--- src/rtl/f_stage_pkg.sv ---
// rtl/f_stage_pkg.sv - shared fetch/decode pipeline types, constants and helpers
package f_stage_pkg;

    typedef struct packed {
        logic [31:0] pc;
        logic [31:0] inst;
    } f_d_bus_t;

    // Decode substitutes this (addi x0,x0,0) when it squashes a transfer.
    localparam logic [31:0] NOP_INST = 32'h0000_0013;

    typedef enum logic {
        FS_RUN   = 1'b0,
        FS_DRAIN = 1'b1
    } fetch_state_e;

    function automatic logic [31:0] word_align(input logic [31:0] addr);
        return {addr[31:2], 2'b00};
    endfunction

endpackage

--- src/rtl/fetch_fifo.sv ---
// rtl/fetch_fifo.sv - synchronous FIFO with flush; push into a full FIFO is allowed when popping
module fetch_fifo #(
    parameter int WIDTH = 32,
    parameter int DEPTH = 4
) (
    input  logic                       clk,
    input  logic                       rst,
    input  logic                       flush,
    input  logic                       push,
    input  logic [WIDTH-1:0]           push_data,
    input  logic                       pop,
    output logic [WIDTH-1:0]           pop_data,
    output logic [$clog2(DEPTH+1)-1:0] count,
    output logic                       empty,
    output logic                       full
);

    localparam int PTR_W = (DEPTH > 1) ? $clog2(DEPTH) : 1;
    localparam int CNT_W = $clog2(DEPTH + 1);
    localparam logic [PTR_W-1:0] LAST_PTR = PTR_W'(DEPTH - 1);
    localparam logic [CNT_W-1:0] FULL_CNT = CNT_W'(DEPTH);

    logic [WIDTH-1:0] r_mem [DEPTH];
    logic [PTR_W-1:0] r_rd_ptr;
    logic [PTR_W-1:0] r_wr_ptr;
    logic [CNT_W-1:0] r_count;
    logic             w_do_pop;
    logic             w_do_push;

    assign empty     = (r_count == '0);
    assign full      = (r_count == FULL_CNT);
    assign count     = r_count;
    assign pop_data  = r_mem[r_rd_ptr];
    assign w_do_pop  = pop && !empty;
    assign w_do_push = push && (!full || w_do_pop);

    always_ff @(posedge clk) begin
        if (rst || flush) begin
            r_rd_ptr <= '0;
            r_wr_ptr <= '0;
            r_count  <= '0;
        end else begin
            if (w_do_push) begin
                r_wr_ptr <= (r_wr_ptr == LAST_PTR) ? '0 : r_wr_ptr + PTR_W'(1);
            end
            if (w_do_pop) begin
                r_rd_ptr <= (r_rd_ptr == LAST_PTR) ? '0 : r_rd_ptr + PTR_W'(1);
            end
            r_count <= r_count + CNT_W'(w_do_push) - CNT_W'(w_do_pop);
        end
    end

    always_ff @(posedge clk) begin
        if (w_do_push && !flush && !rst) begin
            r_mem[r_wr_ptr] <= push_data;
        end
    end

endmodule

--- src/rtl/f_stage.sv ---
// rtl/f_stage.sv - RV32I fetch stage: PC, pipelined imem requests, instruction buffer, redirect flush
module f_stage
    import f_stage_pkg::*;
#(
    parameter logic [31:0] RESET_PC   = 32'h0000_0000,
    parameter int          FIFO_DEPTH = 4
) (
    input  logic        clk,
    input  logic        rst,
    output logic        imem_req_valid,
    input  logic        imem_req_ready,
    output logic [31:0] imem_req_addr,
    input  logic        imem_rsp_valid,
    input  logic [31:0] imem_rsp_data,
    input  logic        redirect_valid,
    input  logic [31:0] redirect_pc,
    output logic        d_valid,
    input  logic        d_ready,
    output logic [31:0] d_inst,
    output logic [31:0] d_pc
);

    localparam int CNT_W = $clog2(FIFO_DEPTH + 1);
    localparam logic [CNT_W:0] CAPACITY = (CNT_W + 1)'(FIFO_DEPTH);

    logic [31:0]      r_pc;
    logic [CNT_W-1:0] r_inflight;
    logic [CNT_W-1:0] r_stale;
    fetch_state_e     r_state;
    fetch_state_e     w_state_nxt;

    logic             w_has_room;
    logic             w_req_fire;
    logic             w_drop_rsp;
    logic             w_live_rsp;
    logic [CNT_W-1:0] w_stale_on_redirect;

    logic [31:0]      w_pcq_head;
    logic [CNT_W-1:0] w_pcq_cnt;
    logic             w_pcq_empty;
    logic             w_pcq_full;

    f_d_bus_t         w_buf_push_data;
    f_d_bus_t         w_buf_head;
    logic [CNT_W-1:0] w_buf_cnt;
    logic             w_buf_empty;
    logic             w_buf_full;
    logic             w_unused;

    // Budget covers both in-flight requests and buffered entries, so a response always has a slot.
    assign w_has_room     = ({1'b0, r_inflight} + {1'b0, w_buf_cnt}) < CAPACITY;
    assign imem_req_valid = !rst && !redirect_valid && w_has_room;
    assign imem_req_addr  = r_pc;
    assign w_req_fire     = imem_req_valid && imem_req_ready;

    // The response landing in the redirect cycle is dropped along with everything in flight.
    assign w_stale_on_redirect = r_inflight - CNT_W'(imem_rsp_valid);

    always_ff @(posedge clk) begin
        if (rst) begin
            r_state <= FS_RUN;
        end else begin
            r_state <= w_state_nxt;
        end
    end

    always_comb begin
        w_state_nxt = r_state;
        if (redirect_valid) begin
            w_state_nxt = (w_stale_on_redirect != '0) ? FS_DRAIN : FS_RUN;
        end else if (r_state == FS_DRAIN && imem_rsp_valid && r_stale == CNT_W'(1)) begin
            w_state_nxt = FS_RUN;
        end
    end

    always_comb begin
        w_drop_rsp = imem_rsp_valid && (r_state == FS_DRAIN);
        w_live_rsp = imem_rsp_valid && (r_state == FS_RUN);
    end

    always_ff @(posedge clk) begin
        if (rst) begin
            r_pc       <= RESET_PC;
            r_inflight <= '0;
            r_stale    <= '0;
        end else begin
            r_inflight <= r_inflight + CNT_W'(w_req_fire) - CNT_W'(imem_rsp_valid);
            if (redirect_valid) begin
                r_pc    <= word_align(redirect_pc);
                r_stale <= w_stale_on_redirect;
            end else begin
                if (w_req_fire) begin
                    r_pc <= r_pc + 32'd4;
                end
                if (w_drop_rsp) begin
                    r_stale <= r_stale - CNT_W'(1);
                end
            end
        end
    end

    fetch_fifo #(
        .WIDTH (32),
        .DEPTH (FIFO_DEPTH)
    ) u_pc_queue (
        .clk       (clk),
        .rst       (rst),
        .flush     (redirect_valid),
        .push      (w_req_fire),
        .push_data (r_pc),
        .pop       (w_live_rsp),
        .pop_data  (w_pcq_head),
        .count     (w_pcq_cnt),
        .empty     (w_pcq_empty),
        .full      (w_pcq_full)
    );

    assign w_buf_push_data = '{pc: w_pcq_head, inst: imem_rsp_data};

    fetch_fifo #(
        .WIDTH ($bits(f_d_bus_t)),
        .DEPTH (FIFO_DEPTH)
    ) u_inst_buf (
        .clk       (clk),
        .rst       (rst),
        .flush     (redirect_valid),
        .push      (w_live_rsp && !redirect_valid),
        .push_data (w_buf_push_data),
        .pop       (d_valid && d_ready),
        .pop_data  (w_buf_head),
        .count     (w_buf_cnt),
        .empty     (w_buf_empty),
        .full      (w_buf_full)
    );

    assign d_valid = !rst && !w_buf_empty;
    assign d_pc    = w_buf_head.pc;
    assign d_inst  = w_buf_head.inst;

    assign w_unused = ^{w_pcq_cnt, w_pcq_empty, w_pcq_full, w_buf_full};

endmodule

--- config.mk ---
export PLATFORM = sky130hd
export DESIGN_NAME = f_stage
export DESIGN_NICKNAME = d
export VERILOG_FILES = /design/src/rtl/f_stage_pkg.sv /design/src/rtl/fetch_fifo.sv /design/src/rtl/f_stage.sv
export SDC_FILE = /design/constraint.sdc
export NUM_CORES = 1
export LEC_CHECK = 0
export BUFFER_PORTS_ARGS = -buffer_cell sky130_fd_sc_hd__buf_2
export CAP_MARGIN = 10
export CORE_MARGIN = 3
export CORE_UTILIZATION = 35
export DETAILED_ROUTE_END_ITERATION = 8
export GPL_ROUTABILITY_DRIVEN = 0
export HOLD_SLACK_MARGIN = 0.12
export PLACE_DENSITY_LB_ADDON = 0.05
export SETUP_SLACK_MARGIN = 0.2
export SYNTH_ARGS = -nofsm -noshare
export SYNTH_HDL_FRONTEND = slang
export SYNTH_SLANG_ARGS = --single-unit
export TNS_END_PERCENT = 50
--- constraint.sdc ---
create_clock -name clk -period 5.4 [get_ports clk]
set_input_delay 0.54 -clock clk [delete_from_list [all_inputs] [get_ports clk]]
set_output_delay 0.54 -clock clk [all_outputs]
set_load 0.1 [all_outputs]
### After elaboration in Yosys (flattened, before gate mapping)

Memories as Yosys holds them, arrays and structs flattened. A register that Yosys moved wholly into a read port is not among the register bits.
Index checks and enable logic that the tools add are counted.

* register bits: 53
* bits in writable memories: 384
* bits of input ports: 70
* output and inout port bits: 98
* logic and storage cells: 88
* memories: 2

* add/sub/neg operators: 14
* $lt $le $gt $ge: 1
* eq/ne operators: 7
* multiplexer cells: 19
* bitwise operators: 1
* reductions and logical operators: 33

Memory list
* u_inst_buf.r_mem: words 4, width 64, read ports 1, clocked after memory_dff 1, write ports 1, line fetch_fifo.sv:23 `logic [WIDTH-1:0] r_mem [DEPTH];`
* u_pc_queue.r_mem: words 4, width 32, read ports 1, clocked after memory_dff 1, write ports 1, line fetch_fifo.sv:23

Operators by type and width (number)
* $mux W32: 2
* $add A32 B3 Y32 const B: 1
* $logic_and A1 B1 Y1: 17
* $mux W2: 8
* $sub A3 B1 Y3: 4
* $add A3 B1 Y3: 3
* $add A2 B1 Y2 const B: 4
* $eq A2 B2 Y1 const B: 4
* $mux W1: 7
* $eq A3 B3 Y1 const B: 2
* $logic_not A1 Y1: 6
* $logic_not A3 Y1: 2
* $mux W3: 2
* $reduce_bool A2 Y1: 3
* $add A3 B3 Y4: 1
* $lt A4 B3 Y1 const B: 1
* $eq A3 B1 Y1 const B: 1
* $logic_or A1 B1 Y1: 3
* $reduce_bool A3 Y1: 1
* $sub A3 B1 Y3 const B: 1
* $reduce_or A2 Y1: 1
* $not A1 Y1: 1

### Longest topological paths before layout

Gate-level depths: netlist of run 1.

* word-level depth: 11
* gate-level depth with buffers: 12
* gate-level depth less buffers: 11

### Cells and area by module

A second synthesis of run 1 with hierarchy kept.

* cells, all modules: 880
* area total of the unflattened synthesis: 17231.5 um^2

By module, submodules not included
* fetch_fifo at u_inst_buf: times used 1, cells an instance 385, area an instance 9805.7 um^2, sequential area each 7867.5 um^2
* fetch_fifo at u_pc_queue: times used 1, cells an instance 218, area an instance 5119.9 um^2, sequential area each 4023.9 um^2
* f_stage: times used 1, cells an instance 277, area an instance 2306.0 um^2, sequential area each 740.7 um^2

### Worst setup path before layout of run 1

OpenSTA, ideal clock, no wires.

* kind: input to output
* from: input port rst
* to: output port imem_req_valid
* arrival time: 3.778 ns
* required time: 4.860 ns
* path slack: 1.082 ns
* cell stages on the path: 2
* path buffers: 0
* cell sequence: or3_4 nor4_1

* word-level cells in the longest chain between the ends: 3

Ends and longest elaborated chain
* from (decl): line f_stage.sv:9 `input logic rst,`
* $logic_not A1 Y1: line f_stage.sv:52 `assign imem_req_valid = !rst && !redirect_valid && w_has_room;`
* $logic_and A1 B1 Y1 (2 in series): line f_stage.sv:52
* to (decl): line f_stage.sv:10 `output logic imem_req_valid,`

Every way passes these cells.

### Worst setup path after layout of run 1

* from: register u_inst_buf.r_count[2] (netlist: u_inst_buf.count[2])
* to: memory u_pc_queue.r_mem[4][8] (netlist: u_pc_queue.r_mem[2][8]) (enable)

* word-level cells in the longest chain between the ends: 9

Ends and longest elaborated chain
* from (decl): line fetch_fifo.sv:26 `logic [CNT_W-1:0] r_count;`
* from (signal assigned): line fetch_fifo.sv:49 `r_count <= r_count + CNT_W'(w_do_push) - CNT_W'(w_do_pop);`
* $add A3 B3 Y4: line f_stage.sv:51 `assign w_has_room = ({1'b0, r_inflight} + {1'b0, w_buf_cnt}) < CAPACITY;`
* $lt A4 B3 Y1: line f_stage.sv:51
* $logic_and A1 B1 Y1: line f_stage.sv:52
* $logic_and A1 B1 Y1: line f_stage.sv:54 `assign w_req_fire = imem_req_valid && imem_req_ready;`
* $logic_and A1 B1 Y1: line fetch_fifo.sv:35 `assign w_do_push = push && (!full || w_do_pop);`
* $logic_and A1 B1 Y1 (2 in series): line fetch_fifo.sv:54 `if (w_do_push && !flush && !rst) begin`
* $mux W1: line fetch_fifo.sv:54
* $mux W1 (not written as such): line fetch_fifo.sv:55 `r_mem[r_wr_ptr] <= push_data;`
* to (decl): line fetch_fifo.sv:23

Every way passes these cells.

==> impl_metrics.env, run 1 <==
export IMPL_status="finished clean"
export IMPL_diodes=0
export IMPL_fmax_ghz=0.271
export IMPL_hold_class="input port to flip-flop"
export IMPL_layout_setup_ws_ps=1700
export IMPL_netSwitchingFraction=0.239
export IMPL_final_max_slew_viol_count=0
export IMPL_drc=0
export IMPL_seqCellArea_sq_um=12200
export IMPL_synth_seq_cells=423
export IMPL_synthTopCellsByCount="368 x edfxtp_1, 92 x mux4_2, 55 x dfxtp_1, 38 x nor2_1, 28 x nand2_1"
export IMPL_clk_path_buf_depth=3
export IMPL_period_minus_slack_ps=3700
export IMPL_slew_headroom=0.314
export IMPL_pwr_share_seq=0.510
export IMPL_root_buffer="clkbuf_16"
export IMPL_postRouteWirelength_microns=37700
export IMPL_power_internal_mw=5.53
export IMPL_cts_tree="done"
export IMPL_fin_crit_sh=0.685
export IMPL_synth_fa_ha_area_frac=0.0212
export IMPL_via_per_inst=5.05
export IMPL_htreeDepth=2
export IMPL_grt_max_degree=48
export IMPL_postSynthAreaPerCell_sq_um=18.9
export IMPL_syn_to_final_growth_pct=18.2
export IMPL_yosys_area_share_simple=0.0535
export IMPL_drv_cap=0
export IMPL_critPathLaunchType="flip-flop"
export IMPL_post_place_ws_ps=1630
export IMPL_power_frac_comb=0.080
export IMPL_ioPinCount=168
export IMPL_crit_type="flip-flop to flip-flop"
export IMPL_end_kind="flip-flop"
export IMPL_clkPwrFrac=0.410
export IMPL_synth_largest_area_cell="edfxtp_1"
export IMPL_fin_util=0.423
export IMPL_cp_data_arrival_time_ps=3930
export IMPL_rsz0062_at_grt="no"
export IMPL_final_cell_area_sq_um=19400
export IMPL_postCtsResizedCells=0
export IMPL_dp_hpwl_microns=23900
export IMPL_initial_core_util=0.358
export IMPL_synth_edf_count=368
export IMPL_p_total_mw=7.27
export IMPL_overflow=0
export IMPL_grt_pass1_wl_microns=57200
export IMPL_synth_area_sq_um=16400
export IMPL_dpl_cell_area_sq_um=18000
export IMPL_postCtsSetupRepairBufs=0
export IMPL_num_rows=78
export IMPL_hold_viol=0
export IMPL_grt_antenna_before_repair=0
export IMPL_clk_pin_slew_ps=60
export IMPL_die_area_sq_um=49600
export IMPL_cts_sinks=423
export IMPL_fill_cells=4118
export IMPL_finalSetupTns_ps=0
export IMPL_fin_nets=1160
export IMPL_ys_seq_area_frac=0.740
export IMPL_core_area_sq_um=45900
export IMPL_die_height_microns=223
export IMPL_syn_inst=869
export IMPL_synthFlopType="edfxtp_1"
export IMPL_wl_per_cell_microns=22.2
export IMPL_p_sw_mw=1.74
export IMPL_muxShareOfSynthArea=0.133
export IMPL_dr_total_vias=8578
export IMPL_yosysMostFrequentCell="edfxtp_1"
export IMPL_synth_compound_area_share=0.0310
export IMPL_yosysUniqueCellTypes=60
export IMPL_numCtsBuffers=47
export IMPL_crit_required_ps=5640
export IMPL_powerDensity_nw_per_um2=374
export IMPL_port_buffers=161
export IMPL_die_w_microns=223
export IMPL_synth_top_family_by_area="multiplexers"
export IMPL_crit_path_max_fanout=28
export IMPL_grt_pass1_vias=8954
export IMPL_multi_input_area_sq_um=4030
export IMPL_worst_pin_slew_ps=1020
export IMPL_synth_warnings=0
export IMPL_grtUsageTotal=0.152
export IMPL_clk_insertion_delay_late_ps=560
export IMPL_final_layout_size_suffix_gt1_frac=0.321
export IMPL_route_antenna_remaining_nets=0
export IMPL_fin_worst_skew_ps=12.5
export IMPL_synthTopCellsByArea="edfxtp_1 67%, mux4_2 13%, dfxtp_1 6.7%"
export IMPL_peakVddDrop_uv=196
export IMPL_async_flop_share=0
export IMPL_finalSetupViolCount=0
export IMPL_synth_xor_area_frac=0.00533
export IMPL_ctsHoldBuffers=0
export IMPL_leakagePower_nw=6.48
export IMPL_first_iter_violations=458
export IMPL_first_pass_iters=5
export IMPL_yosysTopAreaCellShare=0.673
==> per-layer routing <==
| metal | global-route usage | vias up | wire length, microns |
|---|---|---|---|
| met5 | 0 | - | 0 |
| met4 | 0.0384 | 0 | 740 |
| met3 | 0.0313 | 60 | 1600 |
| met2 | 0.253 | 193 | 18700 |
| met1 | 0.206 | 4416 | 16700 |
| li1 | - | 3909 | - |
==> path summary, 6_finish.rpt <==
| kind | cells after the start | end | slack (ps) | startpoint |
|---|---|---|---|---|
| min reg2reg | 2 | r_state$_SDFFE_PP0P_ | 510 | r_state$_SDFFE_PP0P_ |
| max | 8 | u_pc_queue.r_mem[2][8]$_DFFE_PP_ | 1700 | u_inst_buf.count[2]$_SDFF_PP0_ |
| min | 1 | u_inst_buf.r_mem[2][5]$_DFFE_PP_ | 200 | imem_rsp_data[5] |
| max reg2reg | 8 | u_pc_queue.r_mem[2][8]$_DFFE_PP_ | 1700 | u_inst_buf.count[2]$_SDFF_PP0_ |
==> power groups by stage <==
| stage | registers, mW | clock network (mW) | logic [mW] |
|---|---|---|---|
| 6_report | 3.70 | 2.98 | 0.584 |
| 5_1_grt | 3.72 | 3.23 | 0.624 |
| 2_1_floorplan | 3.87 | 0 | 0.330 |
| 3_5_place_dp | 3.77 | 0 | 0.593 |
| 4_1_cts | 3.71 | 3.08 | 0.593 |
| 3_3_place_gp | 3.77 | 0 | 0.590 |
==> critical path: stages, from the launching register on <==
cell	delay, ps
dfxtp_1	420
ha_1	290
or3b_1	430
nor3_4	120
buf_4	340
inv_2	300
a41oi_4	370
and2_1	640
buf_4	410
==> stage by stage <==
| step | hold slack (ps) | std cells |
|---|---|---|
| after floorplan | 471 | 872 |
| after global placement | 498 | 1615 |
| after detailed placement | 502 | 1615 |
| after CTS | 154 | 1700 |
| after global routing | 166 | 1700 |
| final | 196 | 1700 |
==> state kept, by name (all words and copies together), names as in the netlist, named ones only <==
name,count
u_pc_queue.r_rd_ptr,2
imem_req_addr,30
u_inst_buf.r_mem,248
u_inst_buf.count,3
u_pc_queue.r_mem,120
u_pc_queue.r_wr_ptr,2
r_inflight,3
u_inst_buf.r_rd_ptr,2
r_stale,3
u_inst_buf.r_wr_ptr,2
r_state,1
u_pc_queue.count,3
==> cells by family after synthesis <==
logic type | count (synthesis)
other cells | 1
buf+inv | 64
xor+xnor | 10
compound gates | 77
fa+ha+maj | 26
mux | 103
flops | 423
simple gates | 165
==> layout make-up <==
class / instances / area share
Clock buffer: 64 / 0.0643
Clock inverter: 21 / 0.00908
Inverter: 26 / 0.00502
Multi-Input combinational cell: 385 / 0.208
Sequential cell: 423 / 0.626
Tap cell: 600 / 0.0386
Timing Repair Buffer: 181 / 0.0492
==> cell usage in the layout, fill, tap and decap left out, types with 13 or more instances in the layout <==
cell type and instances:
a21oi_1 25, clkbuf_1 16, edfxtp_1 368, nand4_1 19, nand3_1 17, mux4_2 92, nor3_1 13, buf_4 20
dfxtp_1 52, o21ai_0 15, nand2_1 28, inv_1 24, clkbuf_16 47, nor2_1 38, buf_2 161, ha_1 23
(Power assumes the default switching activity.)
==> inputs of run 2 (changes only) <==
==> constraint.sdc (replaced) <==
create_clock -name clk -period 3 [get_ports clk]
set_input_delay 0.3 -clock clk [delete_from_list [all_inputs] [get_ports clk]]
set_output_delay 0.3 -clock clk [all_outputs]
set_load 0.1 [all_outputs]
==> impl_metrics.env, run 2 (synthesized netlist as in run 1, its figures left out) <==
export IMPL_fill_cells=4111
export IMPL_die_w_microns=223
export IMPL_critPathLaunchType="flip-flop"
export IMPL_slew_headroom=0.505
export IMPL_root_buffer="clkbuf_16"
export IMPL_finalSetupTns_ps=0
export IMPL_clk_path_buf_depth=3
export IMPL_route_antenna_remaining_nets=0
export IMPL_seqCellArea_sq_um=12200
export IMPL_largest_register_ffs=248
export IMPL_clk_insertion_delay_late_ps=560
export IMPL_grtUsageTotal=0.158
export IMPL_end_kind="flip-flop"
export IMPL_grt_max_degree=36
export IMPL_finalSetupViolCount=0
export IMPL_worst_pin_slew_ps=736
export IMPL_clkPwrFrac=0.401
export IMPL_diodes=0
export IMPL_postRouteWirelength_microns=38900
export IMPL_via_per_inst=4.96
export IMPL_clk_pin_slew_ps=60
export IMPL_peakVddDrop_uv=360
export IMPL_num_rows=78
export IMPL_core_area_sq_um=45900
export IMPL_fin_crit_sh=0.881
export IMPL_top_register="u_inst_buf.r_mem"
export IMPL_final_layout_size_suffix_gt1_frac=0.326
export IMPL_fin_worst_skew_ps=12.6
export IMPL_hold_class="input port to flip-flop"
export IMPL_wl_per_cell_microns=21.6
export IMPL_syn_to_final_growth_pct=24.5
export IMPL_dr_total_vias=8921
export IMPL_crit_path_max_fanout=11
export IMPL_power_frac_comb=0.090
export IMPL_p_sw_mw=3.13
export IMPL_cp_data_arrival_time_ps=3090
export IMPL_leakagePower_nw=6.96
export IMPL_ioPinCount=168
export IMPL_final_cell_mix="368 x edfxtp_1, 161 x buf_2, 92 x mux4_2"
export IMPL_first_iter_violations=432
export IMPL_netSwitchingFraction=0.240
export IMPL_grt_pass1_vias=9329
export IMPL_first_pass_iters=5
export IMPL_drc=0
export IMPL_rsz0062_at_grt="no"
export IMPL_whs_ps=164
export IMPL_hold_viol=0
export IMPL_pwr_share_seq=0.509
export IMPL_numCtsBuffers=46
export IMPL_period_minus_slack_ps=2640
export IMPL_final_common_cell="edfxtp_1"
export IMPL_htreeDepth=2
export IMPL_drv_cap=0
export IMPL_cts_sinks=423
export IMPL_cts_tree="done"
export IMPL_dp_hpwl_microns=25500
export IMPL_final_max_slew_viol_count=0
export IMPL_grt_antenna_before_repair=0
export IMPL_fin_nets=1258
export IMPL_die_height_microns=223
export IMPL_powerDensity_nw_per_um2=638
export IMPL_overflow=0
export IMPL_die_area_sq_um=49600
export IMPL_crit_required_ps=3440
export IMPL_port_buffers=161
export IMPL_status="finished clean"
export IMPL_fmax_ghz=0.378
export IMPL_crit_type="flip-flop to flip-flop"
export IMPL_multi_input_area_sq_um=4040
export IMPL_grt_pass1_wl_microns=59500
export IMPL_power_internal_mw=9.92
export IMPL_initial_core_util=0.358
run 2: cell count changes in the layout (fill, tap and decap cells not counted), moves of 3 or more:
cell | previous run | this run
clkbuf_8 | 1 | 4
clkinv_2 | 11 | 7
buf_4 | 20 | 45
clkinv_1 | 7 | 12
buf_12 | 0 | 11
dlygate4sd3_1 | 0 | 62
clkbuf_1 | 16 | 12
run 2: worst paths after layout:
path / from / end / slack [ps] / depth (start not counted)
worst max-delay path: r_inflight[2]$_SDFF_PP0_ / r_inflight[2]$_SDFF_PP0_ / 360 / 11
worst min register to register: u_inst_buf.r_wr_ptr[0]$_SDFFE_PP0N_ / u_inst_buf.r_wr_ptr[0]$_SDFFE_PP0N_ / 530 / 2
worst min-delay path: redirect_valid / imem_req_addr[4]$_SDFFE_PP0P_ / 160 / 3
worst max register to register: r_inflight[2]$_SDFF_PP0_ / r_inflight[2]$_SDFF_PP0_ / 360 / 11
run 2: timing repair:
action / in CTS / in global routing
endpoints found under the hold margin: 158 / 0
setup buffers: 1 / 1
hold buffers: 62 / 0
resized for setup: 0 / 1
setup endpoints to repair: 9 / 3
run 2: layout make-up:
class,instances,share of cell area
repair buffers,280,0.0983
inverters,26,0.00477
clock inverters,21,0.00599
clock buffers,63,0.0624
flip-flops and latches,423,0.594
well taps,600,0.0367
multi-input cells,385,0.197
run 2: power groups by stage:
stage                     Sequential (mW)  Clock [mW]  Combinational (mW)
final                                6.64        5.23                1.18
after global routing                 6.65        5.68                1.26
after CTS                            6.64        5.43                1.20
after detailed placement             6.76           0                1.13
after global placement               6.76           0                1.13
after floorplan                      6.96           0               0.597
run 2: worst max-delay path: stages, from the launching register on:
cell and delay [ps]:
dfxtp_1 340, ha_1 340, or3b_1 430, nor3_4 160
inv_2 150, ha_1 300, inv_1 50, ha_1 130
inv_1 50, fa_1 370, xnor2_1 160, nor2_1 50
run 2: routing by layer:
metal	vias to the layer above	GRT usage	routed length [microns]
met3	42	0.0312	1690
met2	203	0.256	18600
met5	-	0	0
li1	4096	-	-
met4	0	0.0336	583
met1	4580	0.224	17900
run 2: through the flow:
step                std cells  area (sq um)  power [mW]  worst slack, ps   util
detailed placement       1650         18400        7.89              314  0.401
global route             1798         20500        13.6              203  0.446
floorplan                 872         16500        7.56             17.4      -
CTS                      1797         20500        13.3              304  0.446
global placement         1650         18400        7.89              320  0.401
finish                   1798         20500        13.0              356  0.446
